## config.mk

```make
export PLATFORM = sky130hd
export DESIGN_NAME = regfile_writeback_arbiter
export DESIGN_NICKNAME = d
export VERILOG_FILES = /design/src/rtl/regfile_writeback_arbiter.sv
export SDC_FILE = /design/constraint.sdc
export NUM_CORES = 1
export LEC_CHECK = 0
export BUFFER_PORTS_ARGS = -buffer_cell sky130_fd_sc_hd__buf_4
export CORE_MARGIN = 2
export CORE_UTILIZATION = 56
export DETAILED_ROUTE_END_ITERATION = 12
export PLACE_DENSITY = 0.8
export RECOVER_POWER = 100
export REMOVE_ABC_BUFFERS = 1
export SYNTH_ARGS = -nofsm -noshare
export SYNTH_HDL_FRONTEND = slang
export SYNTH_SLANG_ARGS = --single-unit
```

## constraint.sdc

```tcl
create_clock -name Clk -period 3.5 [get_ports Clk]
set_input_delay 0.525 -clock Clk [delete_from_list [all_inputs] [get_ports Clk]]
set_output_delay 0.525 -clock Clk [all_outputs]
set_load 0.01 [all_outputs]
```

## src/rtl/regfile_writeback_arbiter.sv

```systemverilog
// Register-file write-back arbiter.
// Owns the single write port of the register file. Single-cycle ALU results
// always win the port. Long-latency results (mul/div, loads) wait in a small
// FIFO and drain on cycles the ALU leaves free. A per-register pending
// scoreboard lets decode stall on operands that have not been written back.
module regfile_writeback_arbiter #(
  parameter int DEPTH = 4,   // long-latency FIFO entries, power of 2, >= 2
  parameter int WIDTH = 32,  // data width
  parameter int AW    = 5    // register address width
) (
  input  logic                   Clk,
  input  logic                   Rst,
  input  logic                   AluValid,
  input  logic [AW-1:0]          AluRW,
  input  logic [WIDTH-1:0]       AluData,
  input  logic                   LongValid,
  input  logic [AW-1:0]          LongRW,
  input  logic [WIDTH-1:0]       LongData,
  output logic                   LongReady,
  input  logic                   IssueValid,
  input  logic [AW-1:0]          IssueRW,
  input  logic [AW-1:0]          RA,
  input  logic [AW-1:0]          RB,
  output logic                   HazardA,
  output logic                   HazardB,
  output logic                   RegWr,
  output logic [AW-1:0]          RW,
  output logic [WIDTH-1:0]       BusW,
  output logic [31:0]            Busy,
  output logic [$clog2(DEPTH):0] FifoCount
);

  localparam int PW = $clog2(DEPTH);
  localparam logic [PW:0]   FullCount = (PW + 1)'(DEPTH);
  localparam logic [PW:0]   CountOne  = (PW + 1)'(1);
  localparam logic [PW-1:0] PtrOne    = PW'(1);

  // FIFO storage: destination and data kept side by side per entry.
  logic [AW-1:0]    fifoRw   [DEPTH];
  logic [WIDTH-1:0] fifoData [DEPTH];
  logic [PW-1:0]    wrPtr;
  logic [PW-1:0]    rdPtr;

  logic             aluReq;
  logic             pushEn;
  logic             popEn;
  logic [AW-1:0]    headRw;
  logic [WIDTH-1:0] headData;
  logic [31:0]      setVec;
  logic [31:0]      clrVec;

  // A write to $0 is not a request at all, so it never blocks a FIFO pop.
  assign aluReq = AluValid && (AluRW != '0);

  // Ready depends only on registered occupancy: a full FIFO refuses a push
  // even on a cycle where it also pops.
  assign LongReady = (FifoCount < FullCount);

  // $0 transfers complete the handshake but are never stored.
  assign pushEn = LongValid && LongReady && (LongRW != '0);

  // Pop uses registered occupancy, so an entry pushed into an empty FIFO
  // cannot leave on the same edge.
  assign popEn = !aluReq && (FifoCount != '0);

  assign headRw   = fifoRw[rdPtr];
  assign headData = fifoData[rdPtr];

  // Per-register set/clear requests for the scoreboard; register 0 never busy.
  generate
    for (genvar gi = 0; gi < 32; gi++) begin : gBusyReq
      if (gi == 0) begin : gZero
        assign setVec[gi] = 1'b0;
        assign clrVec[gi] = 1'b0;
      end else begin : gReg
        assign setVec[gi] = IssueValid && (IssueRW == AW'(gi));
        assign clrVec[gi] = popEn && (headRw == AW'(gi));
      end
    end
  endgenerate

  // Hazards look at the registered scoreboard; address 0 is never a hazard.
  assign HazardA = (RA != '0) && Busy[RA];
  assign HazardB = (RB != '0) && Busy[RB];

  // FIFO entry storage; no reset needed since the pointers define validity.
  always_ff @(posedge Clk) begin
    if (!Rst && pushEn) begin
      fifoRw[wrPtr]   <= LongRW;
      fifoData[wrPtr] <= LongData;
    end
  end

  // FIFO pointers and occupancy; pointers wrap naturally at DEPTH.
  always_ff @(posedge Clk) begin
    if (Rst) begin
      wrPtr     <= '0;
      rdPtr     <= '0;
      FifoCount <= '0;
    end else begin
      if (pushEn) wrPtr <= wrPtr + PtrOne;
      if (popEn)  rdPtr <= rdPtr + PtrOne;
      case ({pushEn, popEn})
        2'b10:   FifoCount <= FifoCount + CountOne;
        2'b01:   FifoCount <= FifoCount - CountOne;
        default: FifoCount <= FifoCount;
      endcase
    end
  end

  // Write-port arbitration: ALU first, then FIFO head; address/data hold when idle.
  always_ff @(posedge Clk) begin
    if (Rst) begin
      RegWr <= 1'b0;
      RW    <= '0;
      BusW  <= '0;
    end else if (aluReq) begin
      RegWr <= 1'b1;
      RW    <= AluRW;
      BusW  <= AluData;
    end else if (popEn) begin
      RegWr <= 1'b1;
      RW    <= headRw;
      BusW  <= headData;
    end else begin
      RegWr <= 1'b0;
    end
  end

  // Scoreboard update: an issue to a register wins over its same-edge retirement.
  always_ff @(posedge Clk) begin
    if (Rst) begin
      Busy <= '0;
    end else begin
      Busy <= (Busy & ~clrVec) | setVec;
    end
  end

endmodule
```

After elaboration in Yosys (flattened, before gate mapping) --
Memories as Yosys holds them, arrays and structs flattened. A register that Yosys moved wholly into a read port is not among the register bits. Index checks and enable logic that the tools add are counted.
Word-level totals: bits of input ports 94, register bits after elaboration 77, memories kept 2, output and inout port bits 76, word-level logic and storage cells 178, RAM bits 148
Memory list:
- fifoData | words 4, bits a word 32, read ports 1, clocked after Yosys merged registers in 1, wr ports 1, line 40 | logic [WIDTH-1:0] fifoData [DEPTH];
- fifoRw | words 4, bits a word 5, read ports 1, clocked after Yosys merged registers in 1, wr ports 1, line 39 | logic [AW-1:0] fifoRw [DEPTH];
Operators by class: mux-type cells 17, equality and inequality tests 64, bitwise logic cells 3, reduce and logical (&&, ||, !) cells 78, $lt $le $gt $ge 3, add/subtract/negate cells 4
Operator list (count):
- 5-bit equality test, second input constant | 32
- 5-bit by 4-bit equality test with 1-bit output, second input constant | 16
- 1-bit logical AND | 69
- 32-bit 2-to-1 mux | 2
- 5-bit by 3-bit equality test with 1-bit output, second input constant | 8
- 32-bit AND | 1
- 32-bit NOT | 1
- 32-bit bitwise OR | 1
- 5-bit by 2-bit equality test with 1-bit output, second input constant | 4
- 5-bit nonzero test | 4
- 5-bit by 6-bit less-than comparator with 1-bit output, second input constant | 2
- 1-bit binary-select mux with 5-bit select | 2
- 5-bit by 1-bit equality test with 1-bit output, second input constant | 2
- 5-bit 2-to-1 mux | 2
- 2-bit 2-to-1 mux | 4
- 1-bit 2-to-1 mux | 6
- 3-bit one-hot mux with 2 select lines | 1
- 2-bit by 1-bit adder with 2-bit output, second input constant | 2
- 2-bit nonzero test | 2
- 3-bit by 1-bit adder with 3-bit output, second input constant | 1
- 3-bit less-than comparator, second input constant | 1
- 3-bit nonzero test | 1
- 3-bit by 1-bit subtractor with 3-bit output, second input constant | 1
- 2-bit by 1-bit equality test with 1-bit output, second input constant | 1
- other kinds (2) | 3

Logic depth before layout (Yosys ltp) --
Gate-level depths: netlist of run 1.
depth in word-level cells 8, gate-level depth with buffers 8, depth with buffers taken out 8

Worst setup path before layout of run 1 --
No wires, ideal clock.
path type input-to-reg, from in LongRW[0], to reg FifoCount[2], path slack 0.844 ns, data arrival time 2.585 ns, required time 3.430 ns, setup time 0.070 ns, buffers on the path 0, stages 8, cell sequence or4_1 -> o211ai_1 -> ha_1 -> inv_1 -> fa_1 -> xor2_1 -> or3_1 -> a21oi_1
On the way: word-level cells in the longest chain between the ends 4, elaborated cells between the ends (all ways) 6, those cells by class 2 x eq/ne; 1 x mux; 3 x reduce/logical
RTL lines:
- start, declared | line 17 | input logic [AW-1:0] LongRW,
- 5-bit nonzero test * | line 60 | assign pushEn = LongValid && LongReady && (LongRW != '0);
- 1-bit logical AND * | line 60
- 2-bit by 1-bit equality test with 1-bit output / 2-bit equality test (equally long branches) | line 103 | case ({pushEn, popEn})
- 3-bit one-hot mux with 2 select lines / 2-bit nonzero test (equally long branches)
- end signal, assigned | line 104 | 2'b10: FifoCount <= FifoCount + CountOne;
- end signal, assigned | line 105 | 2'b01: FifoCount <= FifoCount - CountOne;
- end signal, assigned | line 106 | default: FifoCount <= FifoCount;
- end, declared | line 30 | output logic [$clog2(DEPTH):0] FifoCount
Every way passes the cells marked *; elsewhere a longest branch is shown, timed or not. A chain may end at the register's enable or synchronous reset.

Final worst setup path of run 1 --
from reg FifoCount[2], to mem fifoData[0][17], enable pin
On the way: word-level cells in the longest chain between the ends 6
RTL lines:
- 3-bit less-than comparator | line 57 | assign LongReady = (FifoCount < FullCount);
- 1-bit logical AND (2 in series) | line 60
- 1-bit logical AND | line 88 | if (!Rst && pushEn) begin
- 1-bit 2-to-1 mux | line 88
- 1-bit 2-to-1 mux (implied by the code) | line 90 | fifoData[wrPtr] <= LongData;
- end, declared | line 40
No other way between the ends.

==> results of run 1 <==
stage by stage:
stage,worst slack (ns),hold WS [ns],setup TNS [ns],total power [mW],instance area [um2]
after detailed placement,0.416,0.475,0,4.97,10800
after global placement,0.582,0.471,0,4.89,10800
after CTS,0.866,0.207,0,7.49,11500
after floorplan,-2.22,0.485,-78.99,4.23,9140
after global routing,0.413,0.290,0,7.63,11100
final,0.670,0.292,0,7.35,11100
metal layers:
layer	vias to the layer above	wire length (um)	part of all wire (%)	global-route usage, %
li1	2912	-	-	-
met1	3287	8870	39	32.1
met2	345	11600	50	44.8
met3	50	1980	8.6	5.33
met4	0	591	2.6	7.57
met5	-	0	0	0
state kept, by name, summed over array words and instances (netlist names), named ones only:
name       count
RW             5
Busy          31
RegWr          1
fifoData     128
BusW          32
FifoCount      3
rdPtr          2
wrPtr          2
fifoRw        20
worst max-delay path by stage:
| stage | slack, ns | endpoint | cells after the start | from |
|---|---|---|---|---|
| after floorplan | -2.22 | RW[0] | 4 | AluRW[4] |
| final | 0.67 | fifoData[0][17] | 4 | FifoCount[2] |
| after global placement | 0.58 | FifoCount[2] | 9 | LongRW[0] |
| after global routing | 0.41 | fifoData[0][17] | 4 | FifoCount[2] |
| after CTS | 0.87 | FifoCount[2] | 9 | LongRW[0] |
| after detailed placement | 0.42 | FifoCount[2] | 9 | LongRW[0] |
cell type report:
class,instances,area (um2)
sequential,226,6010
fill,1221,5370
multi-input combinational,396,3120
timing repair buffer,175,888
clock buffer,30,612
tap,220,275
clock inverter,11,156
inverter,8,30.0
report_power, final:
| group | internal [mW] | total [mW] | leakage (nW) | switching, mW |
|---|---|---|---|---|
| clock | 1.53 | 2.51 | 0.377 | 0.985 |
| sequential | 3.07 | 3.20 | 1.98 | 0.127 |
| combinational | 0.577 | 1.64 | 1.33 | 1.06 |
| total | 5.18 | 7.35 | 3.69 | 2.17 |
worst max-delay path, stage by stage (launching register included):
cell and delay (ns):
dfxtp_1 0.36, inv_1 0.10, o211ai_1 0.24, nor2_1 0.24, and2_1 1.46
cell families (layout without fill, tap and decap cells):
kind of cell | Yosys count | in the layout | share of synthesized area, %
buffers and inverters | 57 | 224 | 2.57
and+or+nand+nor | 189 | 189 | 8.83
xor gates and xnor gates | 5 | 5 | 0.469
AOI/OAI and AO/OA | 137 | 137 | 10.2
other | 1 | 1 | 0.0401
muxes | 58 | 58 | 12.8
DFF | 226 | 226 | 64.2
adders and majority gates | 6 | 6 | 0.883
placed cells by master, fill, tap and decap left out, drive strengths merged, types with 2 or more instances in the layout:
master	count
edfxtp	148
clkbuf	144
nand2	93
dfxtp	78
buf	61
nor2	54
a21oi	52
mux4	49
a311oi	41
o31ai	17
a211oi	12
nand2b	9
inv	8
mux2i	7
clkinv	7
o211ai	5
and2	5
ha	5
and3b	4
nand3	4
bufinv	4
or3	3
nor3b	3
xor2	3
nor3	3
o21ai	2
and3	2
a22o	2
a31oi	2
nand3b	2
xnor2	2
a32oi	2
nor2b	2
or2	2
mux2	2
==> impl_metrics.csv, run 1 <==
group,metric,value,unit
run_status,status,"complete, but fails checks",
run_status,violations,"capacitance limit, slew limit",
routing,drc,0,
place,gp_congestion,0.952,
timing,finalMaxSlewViolations,152,
routing,drt-initial-drc-count,597,
timing,worst_pin_slew,1.92,ns
timing,relSlewSlack,-28.0,%
cts,post_cts_resize_count,0,
yosys,synthFlopType,"edfxtp_1",
cells_and_area,final_util,67.4,%
cells_and_area,antennaDiodeCount,0,
cts,cts_setup_buffers,0,
cts,tritoncts,"built",
setup_path,crit_type,"flop to flop",
yosys,synth_top_cell_by_area,"edfxtp_1",
yosys,synth_commonest_cells,"edfxtp_1 (148), nand2_1 (93), dfxtp_1 (78), nor2_1 (54), a21oi_1 (52)",
yosys,synthCells,679,
setup_path,r2r_setup_slack,0.67,ns
routing,dr.pass1.iters,5,
die,die_area,17700,um2
routing,routed-via-count,6594,
yosys,synth_cell_types,43,
die,die_y,133,um
routing,wl_per_cell,21.6,um
place,place_hpwl,14200,um
die,rows,47,
hold_path,whs_endpoint,"fifoData[2][21]",
routing,ant_nets,0,
pwr,powerDensity,662,nW/um2
grt,grt_pass1_vias,6631,
timing,fin_crit_sh,80.8,%
yosys,syn_area_per_cell,13.8,um2
cells_and_area,area_growth_syn_to_layout,18.6,%
yosys,synth_area_leaders,"edfxtp_1 (48%), dfxtp_1 (17%), mux4_2 (12%)",
cts,clkTransAtPathRegs,0.07,ns
timing,skew,0.0107,ns
grt,grt_max_degree,78,
hold_path,worstHoldStart,"LongData[21]",
setup_path,r2r_end,"fifoData[0][17]",
yosys,synth-edff-count,148,
yosys,synth-seq-area-share,64.2,%
cts,cts_buffers,23,
setup_path,timing.critical_path.arrival,2.91,ns
timing,fin_crit,2.83,ns
grt,antenna_found_initial,0,
run,maxCapViolCount,4,
routing,wl,23000,um
yosys,synth.most_common_cell,"edfxtp_1",
timing,rsz0062_at_grt,"no",
cells_and_area,nets,930,
pwr,p_leak,3.69,nW
place,placedCellCount,1025,
setup_path,r2r_start,"FifoCount[2]",
place,io_buffers,168,
cells_and_area,instances_no_fill,1066,
cts,clkSinkCount,226,
yosys,synth_top_area_share,47.5,%
setup_path,rr_worst_depth,4,
cells_and_area,drive_gt1_share,18.0,%
cts,cts-root-buf,"clkbuf_16",
yosys,ys_ff_latch,226,
pwr,peakVddDrop,0.613,mV
setup_path,cp_max_fo,37,
cts,clockBufferDepth,3,
cts,clkLatencyLatePin,0.50,ns
die,ios,170,
grt,grt_overflow_total,0,
setup_path,end_kind,"flop",
die,die_x,133,um
yosys,syn_area,9350,um2
timing,max_freq,0.353,GHz
timing,setup_viol_count_final,0,
die,coreArea,16500,um2
setup_path,cp.required,3.58,ns
routing,via_per_inst,6.19,
cts,cts_hold_buf,0,
grt,grt_pass1_wl,35500,um
hold_path,min_path_cells,1,
hold_path,hold_path.class,"input port to flop",
setup_path,cp-start-kind,"flop",
die,initial_utilization,56.8,%
timing,hold_viol_final,0,
grt,grtUsageTotal,25.5,%
yosys,yosys_warnings,0,
yosys,async_flop_share,0,%
cts,h-tree-depth,1,
Note: power is estimated with default switching activity, not from simulation.
==> inputs of run 2 (changes only) <==
- CORE_UTILIZATION: 56 -> 50
- PLACE_DENSITY: 0.8 -> 0.76
- clock period: 3.5 -> 2.4 ns (I/O delays scaled with it)
==> run 2 against run 1 <==
Compared with the run above:
- the flow finishes with violations (setup timing)
- core utilization is 6.4 points lower
- count of clock-buffer cells in the layout did not move
- clock skew rose by 0.0053 ns
- critical path depth grew 1
- cell area is 1.7% higher
- routed wire length is 2.7% lower
- worst setup slack got worse by 0.67 ns
- global-route usage fell by 3.1 points
- first-iteration DRC count is 17% lower
- largest cell class unchanged
==> impl_metrics.csv, run 2 (synthesis results as in run 1) <==
group,metric,value,unit
die,die_area,19800,um2
cells_and_area,area_growth_syn_to_layout,20.7,%
cts,clkLatencyLatePin,0.50,ns
pwr,powerDensity,936,nW/um2
place,io_buffers,168,
run,maxCapViolCount,0,
pwr,clock_power_share,33.1,%
pwr,power_switching,3.15,mW
cts,clockBufferDepth,3,
cells_and_area,drive_gt1_share,21.8,%
cts,clkTransAtPathRegs,0.07,ns
hold_path,hold_path.class,"input port to flop",
routing,wl_per_cell,20.4,um
die,die_y,141,um
grt,grt_pass1_wl,35100,um
die,coreArea,18500,um2
run_status,status,"complete, but fails checks",
routing,ant_nets,0,
setup_path,slowest_delay,0.46,ns
cells_and_area,nets,948,
timing,finalMaxSlewViolations,0,
routing,routed-via-count,6433,
setup_path,slowest_stage,"mux4_2",
cts,cts_setup_buffers,0,
grt,grt_overflow_total,0,
cells_and_area,reg_top3,"fifoData: 128 flops, BusW: 32 flops, Busy: 31 flops",
cells_and_area,top_register,"fifoData",
grt,antenna_found_initial,0,
pwr,comb_power_share,23.0,%
grt,grt_pass1_vias,6744,
grt,grt_max_degree,52,
timing,hold_viol_final,0,
die,ios,170,
setup_path,worstPathCellList,"mux4_2 -> mux2_4 -> a31oi_4 -> nand3_2 -> buf_6",
timing,setup_viol_count_final,1,
routing,dr.pass1.iters,5,
cells_and_area,layout_commonest_cell,"edfxtp_1",
setup_path,cp.required,2.04,ns
place,placedCellCount,1058,
die,die_x,141,um
pwr,internal_power,7.41,mW
timing,skew,0.0160,ns
cts,h-tree-depth,1,
setup_path,end_kind,"output pin",
setup_path,cp_top_family,"multiplexers",
cts,clkSinkCount,226,
grt,grtUsageTotal,22.4,%
cells_and_area,instances_no_fill,1099,
timing,relSlewSlack,51.8,%
setup_path,cp_max_fo,4,
run_status,violations,"setup timing",
timing,tns,-0.00394,ns
timing,max_freq,0.416,GHz
timing,fin_ws,-0.00394,ns
pwr,peakVddDrop,0.774,mV
routing,drc,0,
pwr,p_leak,3.81,nW
die,rows,50,
timing,fin_crit,2.40,ns
cts,cts-root-buf,"clkbuf_16",
setup_path,cp-start-kind,"flop",
cts,cts_buffers,22,
cells_and_area,largest_register_ffs,128,
routing,wl,22400,um
cts,cts_hold_buf,0,
cells_and_area,mostFrequentLayoutCells,"edfxtp_1 (148), clkbuf_1 (112), nand2_1 (93)",
setup_path,critPathBufInv,1,
die,initial_utilization,50.5,%
pwr,p_seq_share,43.9,%
timing,worst_pin_slew,0.723,ns
timing,hold_slack,0.126,ns
timing,rsz0062_at_grt,"yes",
timing,fin_crit_sh,100,%
setup_path,timing.critical_path.arrival,2.04,ns
pwr,switching_share,29.9,%
cts,tritoncts,"built",
routing,drt-initial-drc-count,497,
setup_path,crit_type,"flop to output pin",
place,dp_slack,-0.189,ns
place,place_hpwl,14400,um
place,gp_congestion,0.798,
routing,via_per_inst,5.85,
==> run 2: cell types whose count changed in the layout (fill, tap and decap cells not counted), moves of 3 or more <==
| cell | delta |
|---|---|
| dfxtp_1 | -4 |
| clkinv_4 | +3 |
| and2_1 | -4 |
| buf_4 | +14 |
| clkbuf_1 | -6 |
| dfxtp_2 | +4 |
| clkbuf_4 | +8 |
| and2_2 | +4 |
==> run 2: power groups by stage <==
stage               Clock (mW)  Sequential (mW)  Combinational [mW]
floorplan                    0             4.86                1.30
global placement             0             4.71                2.54
detailed placement           0             4.72                2.61
CTS                       3.56             4.65                2.62
global route              3.71             4.68                2.65
finish                    3.49             4.64                2.43
==> run 2: final timing paths <==
path                                         to         start  slack, ns  cells after the start
worst min register to register          BusW[1]       BusW[1]       0.48                      2
worst min-delay path            fifoData[1][30]  LongData[30]       0.13                      1
worst max register to register          Busy[2]          flop       0.14                      4
worst max-delay path                    HazardB      Busy[23]     -0.004                      5
==> run 2: metrics by stage <==
stage,power (mW),utilization [%],cell area [um2]
4_1_cts,10.8,63.3,11700
6_report,10.6,60.9,11300
3_5_place_dp,7.33,59.3,11000
2_1_floorplan,6.16,-,9140
3_3_place_gp,7.25,59.3,11000
5_1_grt,11.0,60.9,11300
==> run 2: area by class of cell <==
type	count	area, um2
flip-flops and latches	226	6010
inverters	8	30.0
repair buffers	194	1070
fillers	1533	7230
clock buffers	30	622
clock inverters	10	121
diodes	1	2.50
multi-input cells	396	3140
well taps	234	293
==> run 2: per-layer routing <==
layer / global-route usage, % / wire length, um
met3: 4.38 / 1510
met4: 7.53 / 578
met5: 0 / 0
met1: 27.2 / 8740
met2: 40.2 / 11600
==> run 2: timing repair <==
action | in CTS | in global routing
pin swaps | 2 | 1
resized for setup | 0 | 11
gates cloned | 0 | 0
setup endpoints to repair | 2 | 2
==> inputs of run 3 (changes only) <==
- CAP_MARGIN: not set -> 0
- CORE_UTILIZATION: 50 -> 60
- GPL_TIMING_DRIVEN: not set -> 0
- PLACE_DENSITY: 0.76 -> 0.85
- clock period: 2.4 -> 3.1 ns (I/O delays scaled with it)
==> run 3 against run 2 <==
Compared with the run above:
- the run ends with capacitance limit, slew limit left
- clock power is 23% lower
- cell area is 1.1% lower
- worst hold slack gained 0.096 ns
- sequential cell count is the same
- final cell count down 5.6%
- register-to-register slack about the same
- die area down 16%
- critical path depth increased by 3
- sequential power is 21% lower
- non-clock buffer count fell by 16
- critical endpoint is now FifoCount[2]
- largest cell class unchanged
- largest power group unchanged
==> impl_metrics.csv, run 3 (synthesis results as in run 1) <==
group,metric,value,unit
run_status,status,"complete, but fails checks",
run_status,violations,"capacitance limit, slew limit",
timing,worst_pin_slew,1.74,ns
place,gp_congestion,0.943,
cells_and_area,layout_commonest_cell,"edfxtp_1",
run,maxCapViolCount,4,
timing,max_freq,0.338,GHz
cells_and_area,mostFrequentLayoutCells,"edfxtp_1 (148), clkbuf_1 (117), nand2_1 (93)",
routing,drc,0,
timing,hold_viol_final,0,
routing,drt-initial-drc-count,878,
grt,grt_overflow_total,0,
cells_and_area,reg_top3,"fifoData: 128 flops, BusW: 32 flops, Busy: 31 flops",
pwr,peakVddDrop,0.542,mV
routing,via_per_inst,6.51,
setup_path,timing.critical_path.arrival,3.38,ns
cells_and_area,design_area,11200,um2
pwr,comb_power_share,23.1,%
timing,fin_crit,2.96,ns
grt,grt_pass1_vias,6739,
cts,h-tree-depth,1,
cts,cts_buffers,22,
timing,setup_viol_count_final,0,
cts,cts_hold_buf,0,
cts,clkLatencyLatePin,0.50,ns
cells_and_area,area_growth_syn_to_layout,19.4,%
pwr,power,8.26,mW
setup_path,cp-start-kind,"flop",
pwr,p_leak,3.72,nW
cts,clkSinkCount,226,
pwr,switching_share,29.8,%
pwr,clock_power_share,32.7,%
timing,tns,0,ns
timing,rsz0062_at_grt,"no",
place,place_hpwl,15100,um
die,rows,45,
cells_and_area,drive_gt1_share,18.3,%
cts,clockBufferDepth,3,
routing,routed-via-count,6749,
grt,antenna_found_initial,0,
grt,grt_pass1_wl,37600,um
timing,relSlewSlack,-16.4,%
place,place_area,10900,um2
pwr,internal_power,5.80,mW
grt,grtUsageTotal,29.7,%
setup_path,crit_type,"flop to flop",
timing,hold_slack,0.221,ns
routing,dr.pass1.iters,5,
die,coreArea,15200,um2
cts,cts_setup_buffers,0,
routing,ant_nets,0,
timing,fin_crit_sh,95.5,%
die,die_x,129,um
die,die_area,16600,um2
hold_path,hold_path.class,"input port to flop",
cts,post_cts_resize_count,0,
setup_path,end_kind,"flop",
cells_and_area,top_register,"fifoData",
routing,wl,24300,um
die,ios,170,
cells_and_area,largest_register_ffs,128,
timing,skew,0.00781,ns
pwr,p_seq_share,44.2,%
place,io_buffers,168,
cts,clkTransAtPathRegs,0.06,ns
grt,grt_max_degree,79,
cts,cts-root-buf,"clkbuf_16",
cells_and_area,nets,932,
timing,finalMaxSlewViolations,73,
routing,wl_per_cell,23.4,um
cts,tritoncts,"built",
setup_path,cp_max_fo,40,
pwr,power_switching,2.46,mW
setup_path,cp.required,3.52,ns
die,die_y,129,um
pwr,powerDensity,740,nW/um2
die,initial_utilization,61.5,%
run 3: worst paths after layout:
check / from / slack (ns) / endpoint / depth (start not counted)
setup / recovery: FifoCount[2] / 0.14 / FifoCount[2] / 8
hold / removal: LongData[3] / 0.22 / fifoData[0][3] / 1
setup reg to reg: FifoCount[2] / 0.14 / FifoCount[2] / 8
hold reg to reg: BusW[18] / 0.48 / BusW[18] / 2
run 3: metal layers:
| layer | wire (um) | GRT usage [%] |
|---|---|---|
| met5 | 0 | 0 |
| met2 | 12300 | 52.1 |
| met4 | 1030 | 13.4 |
| met1 | 8770 | 36.7 |
| met3 | 2180 | 4.37 |
run 3: power by group through the flow:
stage                     Sequential (mW)  Combinational, mW  Clock [mW]
after global placement               3.74               1.67           0
after detailed placement             3.71               1.95           0
final                                3.65               1.91        2.70
after floorplan                      3.76               1.02           0
after CTS                            3.66               2.01        2.72
after global routing                 3.69               2.04        2.82
run 3: area by class of cell:
type | count | area, um2
Sequential cell | 226 | 6010
Fill cell | 970 | 4040
Multi-Input combinational cell | 396 | 3110
Timing Repair Buffer | 178 | 1030
Clock buffer | 31 | 647
Tap cell | 188 | 235
Clock inverter | 9 | 93.8
Inverter | 8 | 30.0
Antenna cell | 1 | 2.50
run 3: critical path, stage by stage (launching register included):
cell and delay [ns]:
dfxtp_1 0.43, or3_2 0.73, and3_1 0.37, ha_1 0.22, inv_1 0.07, fa_1 0.38
xor2_1 0.18, or3_1 0.34, a21oi_1 0.15
run 3: through the flow:
step                utilization [%]  instances  setup WS, ns
global route                   73.4       1036        0.0259
detailed placement             71.5        996         0.101
global placement               70.0        986         -4.47
finish                         73.4       1037         0.141
floorplan                         -        630         -2.56
CTS                            76.4       1036         0.191
